**src/rtl/alu_issue_station_pkg.sv**
```systemverilog
// Shared defaults, ALU opcode encodings and small helpers for the ALU issue station.
package alu_issue_station_pkg;

  localparam int RS_DEPTH_DEF = 4;
  localparam int TAG_W_DEF    = 4;
  localparam int OP_W_DEF     = 5;

  localparam logic [4:0] ALU_ADD  = 5'd0;
  localparam logic [4:0] ALU_SUB  = 5'd1;
  localparam logic [4:0] ALU_AND  = 5'd2;
  localparam logic [4:0] ALU_OR   = 5'd3;
  localparam logic [4:0] ALU_XOR  = 5'd4;
  localparam logic [4:0] ALU_JALR = 5'd5;

  typedef enum logic [1:0] {
    SLOT_HOLD  = 2'd0,
    SLOT_LOAD  = 2'd1,
    SLOT_DRAIN = 2'd2,
    SLOT_CLEAR = 2'd3
  } slot_act_e;

  // Isolates the lowest set bit (two's-complement trick); zero in gives zero out.
  function automatic logic [15:0] lowest_set(input logic [15:0] v);
    return v & (~v + 16'd1);
  endfunction

endpackage

```
**src/rtl/alu_issue_station_age_select.sv**
```systemverilog
// Age matrix over the station entries; grants the oldest ready entry (one-hot).
module rs_age_select #(
  parameter int N = 4
) (
  input  logic         clk_i,
  input  logic         rst_ni,
  input  logic         en_i,
  input  logic         flush_i,
  input  logic [N-1:0] alloc_oh_i,
  input  logic [N-1:0] free_oh_i,
  input  logic [N-1:0] ready_i,
  output logic [N-1:0] grant_oh_o,
  output logic         any_ready_o
);

  // older_q[i][j] = 1 means entry i was allocated before entry j
  logic [N-1:0][N-1:0] older_q, older_d;
  logic [N-1:0]        older_col_s [N];

  // Next age matrix: a freed row/column is wiped, a new entry is younger than all
  always_comb begin
    older_d = older_q;
    if (flush_i) begin
      older_d = '0;
    end else begin
      for (int i = 0; i < N; i++) begin
        if (free_oh_i[i]) begin
          older_d[i] = '0;
          for (int j = 0; j < N; j++) older_d[j][i] = 1'b0;
        end else begin
          older_d[i] = older_d[i];
        end
      end
      for (int i = 0; i < N; i++) begin
        if (alloc_oh_i[i]) begin
          older_d[i] = '0;
          for (int j = 0; j < N; j++) begin
            if (j != i) older_d[j][i] = 1'b1;
            else        older_d[j][i] = 1'b0;
          end
        end else begin
          older_d[i] = older_d[i];
        end
      end
    end
  end

  // Age matrix register, frozen while the pipeline is stalled
  always_ff @(posedge clk_i or negedge rst_ni) begin
    if (!rst_ni)   older_q <= '0;
    else if (en_i) older_q <= older_d;
  end

  // Transpose so each entry sees which entries are older than it
  always_comb begin
    for (int i = 0; i < N; i++) begin
      for (int j = 0; j < N; j++) older_col_s[i][j] = older_q[j][i];
    end
  end

  // An entry wins when it is ready and no older entry is ready
  always_comb begin
    for (int i = 0; i < N; i++) begin
      grant_oh_o[i] = ready_i[i] & ~|(ready_i & older_col_s[i]);
    end
  end

  assign any_ready_o = |ready_i;

endmodule

```
**src/rtl/alu_issue_station.sv**
```systemverilog
// Reservation station for the shared ALU: holds dispatched ops, snoops the CDB,
// issues the oldest ready op and registers its result in a valid/ready output slot.
module alu_issue_station
  import alu_issue_station_pkg::*;
#(
  parameter int RS_DEPTH = RS_DEPTH_DEF,
  parameter int TAG_W    = TAG_W_DEF,
  parameter int OP_W     = OP_W_DEF
) (
  input  logic             clk_in,
  input  logic             rst_in,
  input  logic             rdy_in,
  input  logic             flush_in,
  input  logic             disp_valid,
  output logic             disp_ready,
  input  logic [OP_W-1:0]  disp_op,
  input  logic [31:0]      disp_addr,
  input  logic [31:0]      disp_v1,
  input  logic [31:0]      disp_v2,
  input  logic             disp_q1p,
  input  logic             disp_q2p,
  input  logic [TAG_W-1:0] disp_q1,
  input  logic [TAG_W-1:0] disp_q2,
  input  logic [TAG_W-1:0] disp_dest,
  input  logic             cdb_valid,
  input  logic [TAG_W-1:0] cdb_tag,
  input  logic [31:0]      cdb_value,
  output logic [OP_W-1:0]  alu_op,
  output logic [31:0]      alu_op1,
  output logic [31:0]      alu_op2,
  output logic [31:0]      alu_addr,
  input  logic [31:0]      alu_result,
  input  logic             alu_jalr_done,
  input  logic [31:0]      alu_jalr_addr,
  output logic             out_valid,
  input  logic             out_ready,
  output logic [TAG_W-1:0] out_tag,
  output logic [31:0]      out_value,
  output logic             out_jalr,
  output logic [31:0]      out_jalr_addr
);

  logic [RS_DEPTH-1:0] valid_q, valid_d, q1p_q, q1p_d, q2p_q, q2p_d;
  logic [OP_W-1:0]     op_q   [RS_DEPTH];
  logic [OP_W-1:0]     op_d   [RS_DEPTH];
  logic [31:0]         addr_q [RS_DEPTH];
  logic [31:0]         addr_d [RS_DEPTH];
  logic [31:0]         v1_q   [RS_DEPTH];
  logic [31:0]         v1_d   [RS_DEPTH];
  logic [31:0]         v2_q   [RS_DEPTH];
  logic [31:0]         v2_d   [RS_DEPTH];
  logic [TAG_W-1:0]    q1_q   [RS_DEPTH];
  logic [TAG_W-1:0]    q1_d   [RS_DEPTH];
  logic [TAG_W-1:0]    q2_q   [RS_DEPTH];
  logic [TAG_W-1:0]    q2_d   [RS_DEPTH];
  logic [TAG_W-1:0]    dest_q [RS_DEPTH];
  logic [TAG_W-1:0]    dest_d [RS_DEPTH];

  logic [RS_DEPTH-1:0] ready_s, alloc_oh_s, grant_s;
  logic                any_ready_s, disp_fire_s, issue_fire_s, byp1_s, byp2_s;

  logic             out_valid_q, out_valid_d, out_jalr_q, out_jalr_d;
  logic [TAG_W-1:0] out_tag_q, out_tag_d;
  logic [31:0]      out_value_q, out_value_d, out_jalr_addr_q, out_jalr_addr_d;
  slot_act_e        slot_act_s;

  assign disp_ready   = rdy_in & ~&valid_q;
  assign alloc_oh_s   = RS_DEPTH'(lowest_set(16'(~valid_q)));
  assign ready_s      = valid_q & ~q1p_q & ~q2p_q;
  assign disp_fire_s  = disp_valid & disp_ready & ~flush_in;
  assign issue_fire_s = rdy_in & ~flush_in & any_ready_s & (~out_valid_q | out_ready);
  assign byp1_s       = disp_q1p & cdb_valid & (cdb_tag == disp_q1);
  assign byp2_s       = disp_q2p & cdb_valid & (cdb_tag == disp_q2);

  rs_age_select #(.N(RS_DEPTH)) u_age (
    .clk_i       (clk_in),
    .rst_ni      (rst_in),
    .en_i        (rdy_in),
    .flush_i     (flush_in),
    .alloc_oh_i  ({RS_DEPTH{disp_fire_s}} & alloc_oh_s),
    .free_oh_i   ({RS_DEPTH{issue_fire_s}} & grant_s),
    .ready_i     (ready_s),
    .grant_oh_o  (grant_s),
    .any_ready_o (any_ready_s)
  );

  // Drive the ALU from the granted entry; all zero when nothing is ready
  always_comb begin
    alu_op   = '0;
    alu_op1  = 32'd0;
    alu_op2  = 32'd0;
    alu_addr = 32'd0;
    for (int i = 0; i < RS_DEPTH; i++) begin
      alu_op   = alu_op   | ({OP_W{grant_s[i]}} & op_q[i]);
      alu_op1  = alu_op1  | ({32{grant_s[i]}} & v1_q[i]);
      alu_op2  = alu_op2  | ({32{grant_s[i]}} & v2_q[i]);
      alu_addr = alu_addr | ({32{grant_s[i]}} & addr_q[i]);
    end
  end

  // Entry next state: flush, then allocate, otherwise issue-free and CDB wakeup
  always_comb begin
    valid_d = valid_q;
    q1p_d   = q1p_q;
    q2p_d   = q2p_q;
    op_d    = op_q;
    addr_d  = addr_q;
    v1_d    = v1_q;
    v2_d    = v2_q;
    q1_d    = q1_q;
    q2_d    = q2_q;
    dest_d  = dest_q;
    for (int i = 0; i < RS_DEPTH; i++) begin
      if (flush_in) begin
        valid_d[i] = 1'b0;
      end else if (disp_fire_s && alloc_oh_s[i]) begin
        valid_d[i] = 1'b1;
        op_d[i]    = disp_op;
        addr_d[i]  = disp_addr;
        dest_d[i]  = disp_dest;
        q1_d[i]    = disp_q1;
        q2_d[i]    = disp_q2;
        v1_d[i]    = byp1_s ? cdb_value : disp_v1;
        v2_d[i]    = byp2_s ? cdb_value : disp_v2;
        q1p_d[i]   = disp_q1p & ~byp1_s;
        q2p_d[i]   = disp_q2p & ~byp2_s;
      end else begin
        if (issue_fire_s && grant_s[i]) valid_d[i] = 1'b0;
        else                            valid_d[i] = valid_q[i];
        if (valid_q[i] && q1p_q[i] && cdb_valid && (q1_q[i] == cdb_tag)) begin
          v1_d[i]  = cdb_value;
          q1p_d[i] = 1'b0;
        end else begin
          v1_d[i]  = v1_q[i];
          q1p_d[i] = q1p_q[i];
        end
        if (valid_q[i] && q2p_q[i] && cdb_valid && (q2_q[i] == cdb_tag)) begin
          v2_d[i]  = cdb_value;
          q2p_d[i] = 1'b0;
        end else begin
          v2_d[i]  = v2_q[i];
          q2p_d[i] = q2p_q[i];
        end
      end
    end
  end

  // Entry storage register
  always_ff @(posedge clk_in or negedge rst_in) begin
    if (!rst_in) begin
      valid_q <= '0;
      q1p_q   <= '0;
      q2p_q   <= '0;
      for (int i = 0; i < RS_DEPTH; i++) begin
        op_q[i]   <= '0;
        addr_q[i] <= 32'd0;
        v1_q[i]   <= 32'd0;
        v2_q[i]   <= 32'd0;
        q1_q[i]   <= '0;
        q2_q[i]   <= '0;
        dest_q[i] <= '0;
      end
    end else if (rdy_in) begin
      valid_q <= valid_d;
      q1p_q   <= q1p_d;
      q2p_q   <= q2p_d;
      op_q    <= op_d;
      addr_q  <= addr_d;
      v1_q    <= v1_d;
      v2_q    <= v2_d;
      q1_q    <= q1_d;
      q2_q    <= q2_d;
      dest_q  <= dest_d;
    end
  end

  // Output slot action; a held result blocks issue through issue_fire_s
  always_comb begin
    if (flush_in)                      slot_act_s = SLOT_CLEAR;
    else if (issue_fire_s)             slot_act_s = SLOT_LOAD;
    else if (out_valid_q && out_ready) slot_act_s = SLOT_DRAIN;
    else                               slot_act_s = SLOT_HOLD;
  end

  // Output slot next state
  always_comb begin
    out_valid_d     = out_valid_q;
    out_tag_d       = out_tag_q;
    out_value_d     = out_value_q;
    out_jalr_d      = out_jalr_q;
    out_jalr_addr_d = out_jalr_addr_q;
    case (slot_act_s)
      SLOT_LOAD: begin
        out_valid_d     = 1'b1;
        out_tag_d       = alu_dest_s();
        out_value_d     = alu_result;
        out_jalr_d      = alu_jalr_done;
        out_jalr_addr_d = alu_jalr_addr;
      end
      SLOT_DRAIN, SLOT_CLEAR: out_valid_d = 1'b0;
      SLOT_HOLD:              out_valid_d = out_valid_q;
      default:                out_valid_d = out_valid_q;
    endcase
  end

  // Destination tag of the granted entry
  function automatic logic [TAG_W-1:0] alu_dest_s();
    logic [TAG_W-1:0] t;
    t = '0;
    for (int i = 0; i < RS_DEPTH; i++) t = t | ({TAG_W{grant_s[i]}} & dest_q[i]);
    return t;
  endfunction

  // Output slot register
  always_ff @(posedge clk_in or negedge rst_in) begin
    if (!rst_in) begin
      out_valid_q     <= 1'b0;
      out_tag_q       <= '0;
      out_value_q     <= 32'd0;
      out_jalr_q      <= 1'b0;
      out_jalr_addr_q <= 32'd0;
    end else if (rdy_in) begin
      out_valid_q     <= out_valid_d;
      out_tag_q       <= out_tag_d;
      out_value_q     <= out_value_d;
      out_jalr_q      <= out_jalr_d;
      out_jalr_addr_q <= out_jalr_addr_d;
    end
  end

  assign out_valid     = out_valid_q;
  assign out_tag       = out_tag_q;
  assign out_value     = out_value_q;
  assign out_jalr      = out_jalr_q;
  assign out_jalr_addr = out_jalr_addr_q;

endmodule

```
**config.mk**
```make
export PLATFORM = sky130hd
export DESIGN_NAME = alu_issue_station
export DESIGN_NICKNAME = d
export VERILOG_FILES = /design/src/rtl/alu_issue_station_pkg.sv /design/src/rtl/alu_issue_station_age_select.sv /design/src/rtl/alu_issue_station.sv
export SDC_FILE = /design/constraint.sdc
export NUM_CORES = 1
export LEC_CHECK = 0
export BUFFER_PORTS_ARGS = -buffer_cell sky130_fd_sc_hd__buf_2
export CAP_MARGIN = 20
export CORE_ASPECT_RATIO = 0.9
export CORE_MARGIN = 8
export CORE_UTILIZATION = 55
export DETAILED_ROUTE_END_ITERATION = 8
export PLACE_DENSITY = 0.82
export SLEW_MARGIN = 40
export SYNTH_ARGS = -nofsm -noshare
export SYNTH_HDL_FRONTEND = slang
export SYNTH_SLANG_ARGS = --single-unit
```
**constraint.sdc**
```tcl
create_clock -name clk_in -period 3.81 [get_ports clk_in]
set_clock_uncertainty 0.2 [all_clocks]
set_input_delay 0.1905 -clock clk_in [delete_from_list [all_inputs] [get_ports clk_in]]
set_output_delay 0.1905 -clock clk_in [all_outputs]
set_load 0.02 [all_outputs]
```
==> impl_metrics.csv <==
group,metric,value,unit
power_and_ir_drop,cellPowerDensity,582,mW/mm²
final_layout,register_area,0.0137,mm²
sta,tns,0,ps
synthesis,syn_area_per_cell,10.4,µm²
final_layout,layout_commonest_cell,"nand2_1",
drt,vias,23400,
synthesis,synth_edf_count,0,
synthesis,synth_seq_cells,546,
synthesis,synth-async-reset-ratio,100,%
drt,drc,0,
synthesis,ys.warnings.count,0,
die,die_area,0.0527,mm²
setup_path,cp_max_fo,60,
setup_path,required,3420,ps
status,status,"finished clean",
die,core,0.0452,mm²
die,start_util,55.5,%
sta,setup_viol,0,
sta,slew_headroom,44.5,%
synthesis,yosysTopAreaCellShare,54.5,%
synthesis,netlist_top_cells_area,"dfrtp_1 54%, nand2_1 8.9%, a221o_1 7.9%",
setup_path,cp.arrival,3290,ps
global_routing,grt_max_degree,108,
synthesis,yosysUniqueCellTypes,57,
final_layout,mostFrequentLayoutCells,"594 x nand2_1, 545 x dfrtp_1, 393 x buf_2",
clock_network,cts_setup_buffers,0,
die,chipHeight,219,µm
sta,tightest_slew,829,ps
synthesis,synth_top_area_cell,"dfrtp_1",
place,numPortBuffers,394,
drt,wl_per_cell,25.3,µm
final_layout,utilization,71.2,%
synthesis,synth_nets,2635,
die,rows,74,
global_routing,grt_usage,33.8,%
clock_network,cts_max_path_buffers,3,
drt,via_per_inst,6.45,
clock_network,htree_num_levels,2,
setup_path,reg2reg_setup_slack,310,ps
synthesis,synth_cells,2412,
final_layout,drive_gt1_share,22.5,%
drt,ant_nets,0,
place,hpwl,51800,µm
sta,finalHoldViolations,0,
clock_network,clk_latency,610,ps
setup_path,crit_path_end_kind,"primary output",
global_routing,antenna_found_initial,21,
final_layout,num-nets-final,3177,
final_layout,fillers,2979,
final_layout,area_growth,28.2,%
place,gp_congestion,0.910,
die,die-width,241,µm
global_routing,grt_pass1_wl,140000,µm
clock_network,path_clk_slew,60,ps
sta,period_needed,3680,ps
drt,finalWirelength,91900,µm
synthesis,syn_area,0.0251,mm²
min_path,hp-class,"in -> async",
drt,drt_first_pass_iters,8,
global_routing,gr-total-overflow,0,
synthesis,ys_seq_area_share,54.5,%
setup_path,cp-start-kind,"flop",
power_and_ir_drop,ir_worst_vdd,400,µV
clock_network,numCtsBuffers,55,
synthesis,synth_flop_cell,"dfrtp_1",
clock_network,cts-root-buf,"clkbuf_16",
clock_network,cts_tree,"done",
global_routing,first_global_vias,24500,
flow_run,drv_cap,0,
drt,drtIter0Drc,2969,
power_and_ir_drop,p_leak,16.2,nW
clock_network,clock-sinks,546,
sta,max_freq,0.271,GHz
final_layout,multi_input_area,0.0107,mm²
sta,finalCritPeriodShare,96.7,%
die,pin_count,395,
setup_path,critical_path_class,"reg -> out",
sta,slew_viol_final,0,
-- metal layers --
| layer | track usage [%] | vias up | part of all wire, % |
|---|---|---|---|
| met5 | 0 | - | 0.033 |
| met1 | 41.5 | 11400 | 36 |
| li1 | - | 9751 | - |
| met2 | 52.9 | 1759 | 47 |
| met4 | 20.6 | 6 | 5.8 |
| met3 | 9.13 | 465 | 11 |
-- report_power, final --
part / switching (W) / internal [W] / total (W)
Sequential: 0.00112 / 0.00739 / 0.00851
Clock: 0.00240 / 0.00346 / 0.00586
Combinational: 0.00248 / 0.00188 / 0.00437
-- worst max-delay path, cell delays in order (launching register included) --
cell	delay (ps)
dfrtp_2	530
or3b_2	560
a2111oi_4	470
buf_12	340
a22o_1	210
a221o_1	230
buf_2	220
-- sequential cells by signal (all words and copies together), names as in the netlist --
name               flops
op_q                  20
out_jalr_addr         32
out_value             32
q1_q                  16
dest_q                16
v2_q                 128
u_age.older_col_s     12
out_tag                4
out_valid              1
out_jalr               1
addr_q               128
v1_q                 128
valid_q                4
q2p_q                  4
q1p_q                  4
q2_q                  16
-- cells by family (layout without fill, tap and decap cells) --
| kind of cell | after synthesis | in the layout | share of synthesized area [%] |
|---|---|---|---|
| compound gates | 534 | 534 | 17.2 |
| xor+xnor | 37 | 37 | 1.29 |
| simple gates | 836 | 836 | 13.6 |
| buf+inv | 234 | 817 | 3.84 |
| other cells | 0 | 25 | 0 |
| mux | 225 | 225 | 9.62 |
| flops | 546 | 546 | 54.5 |
-- metrics by stage --
stage / cells / instance area [µm²] / hold slack, ps / worst slack (ps) / total power, W
global route: 3622 / 32200 / 67.6 / -17.9 / 0.0194
CTS: 3602 / 32100 / 20.1 / 113 / 0.0184
global placement: 3277 / 27900 / 138 / 861 / 0.0122
floorplan: 2412 / 25100 / -305 / 1190 / 0.0107
detailed placement: 3278 / 27900 / -28.4 / 795 / 0.0124
finish: 3628 / 32200 / 91.8 / 126 / 0.0187
-- cell usage after synthesis (25+ instances only) --
cell and instances:
a22o_1 102, nor2_1 103, a221o_1 197, mux2_1 30, o22ai_1 37, nand2_1 594, dfrtp_1 546, clkbuf_1 140
buf_2 25, a21oi_1 132, mux2_2 99, nor3_1 103, inv_1 44, mux2i_1 96
-- cell type report --
class                           count  share of cell area, %
Antenna cell                       25                  0.194
Clock buffer                       73                   4.80
Clock inverter                     25                   1.17
Inverter                           45                  0.525
Multi-Input combinational cell   1632                   33.2
Sequential cell                   546                   42.5
Tap cell                          608                   2.37
Timing Repair Buffer              674                   15.3
-- final timing paths --
| kind | start | endpoint | cells after the start |
|---|---|---|---|
| max in group asynchronous | rst_in | addr_q[38]$_DFFE_PN0P_ | 4 |
| max reg2reg | valid_q[1]$_DFFE_PN0P_ | v2_q[43]$_DFFE_PN0P_ | 8 |
| max | valid_q[0]$_DFFE_PN0P_ | alu_op2[1] | 6 |
| min | rst_in | addr_q[115]$_DFFE_PN0P_ | 3 |
| min in group clk_in | cdb_tag[1] | q1p_q[1]$_DFFE_PN0P_ | 5 |
| min reg2reg | dest_q[10]$_DFFE_PN0P_ | dest_q[10]$_DFFE_PN0P_ | 2 |
-- what timing repair did --
item / 4_1_cts / 5_1_grt
endpoints found under the hold margin: 785 / 0
endpoints found under the setup margin: 0 / 3
gates resized for setup: 0 / 2
hold buffers: 226 / 0
No activity file was read; power rests on OpenSTA's default activity.
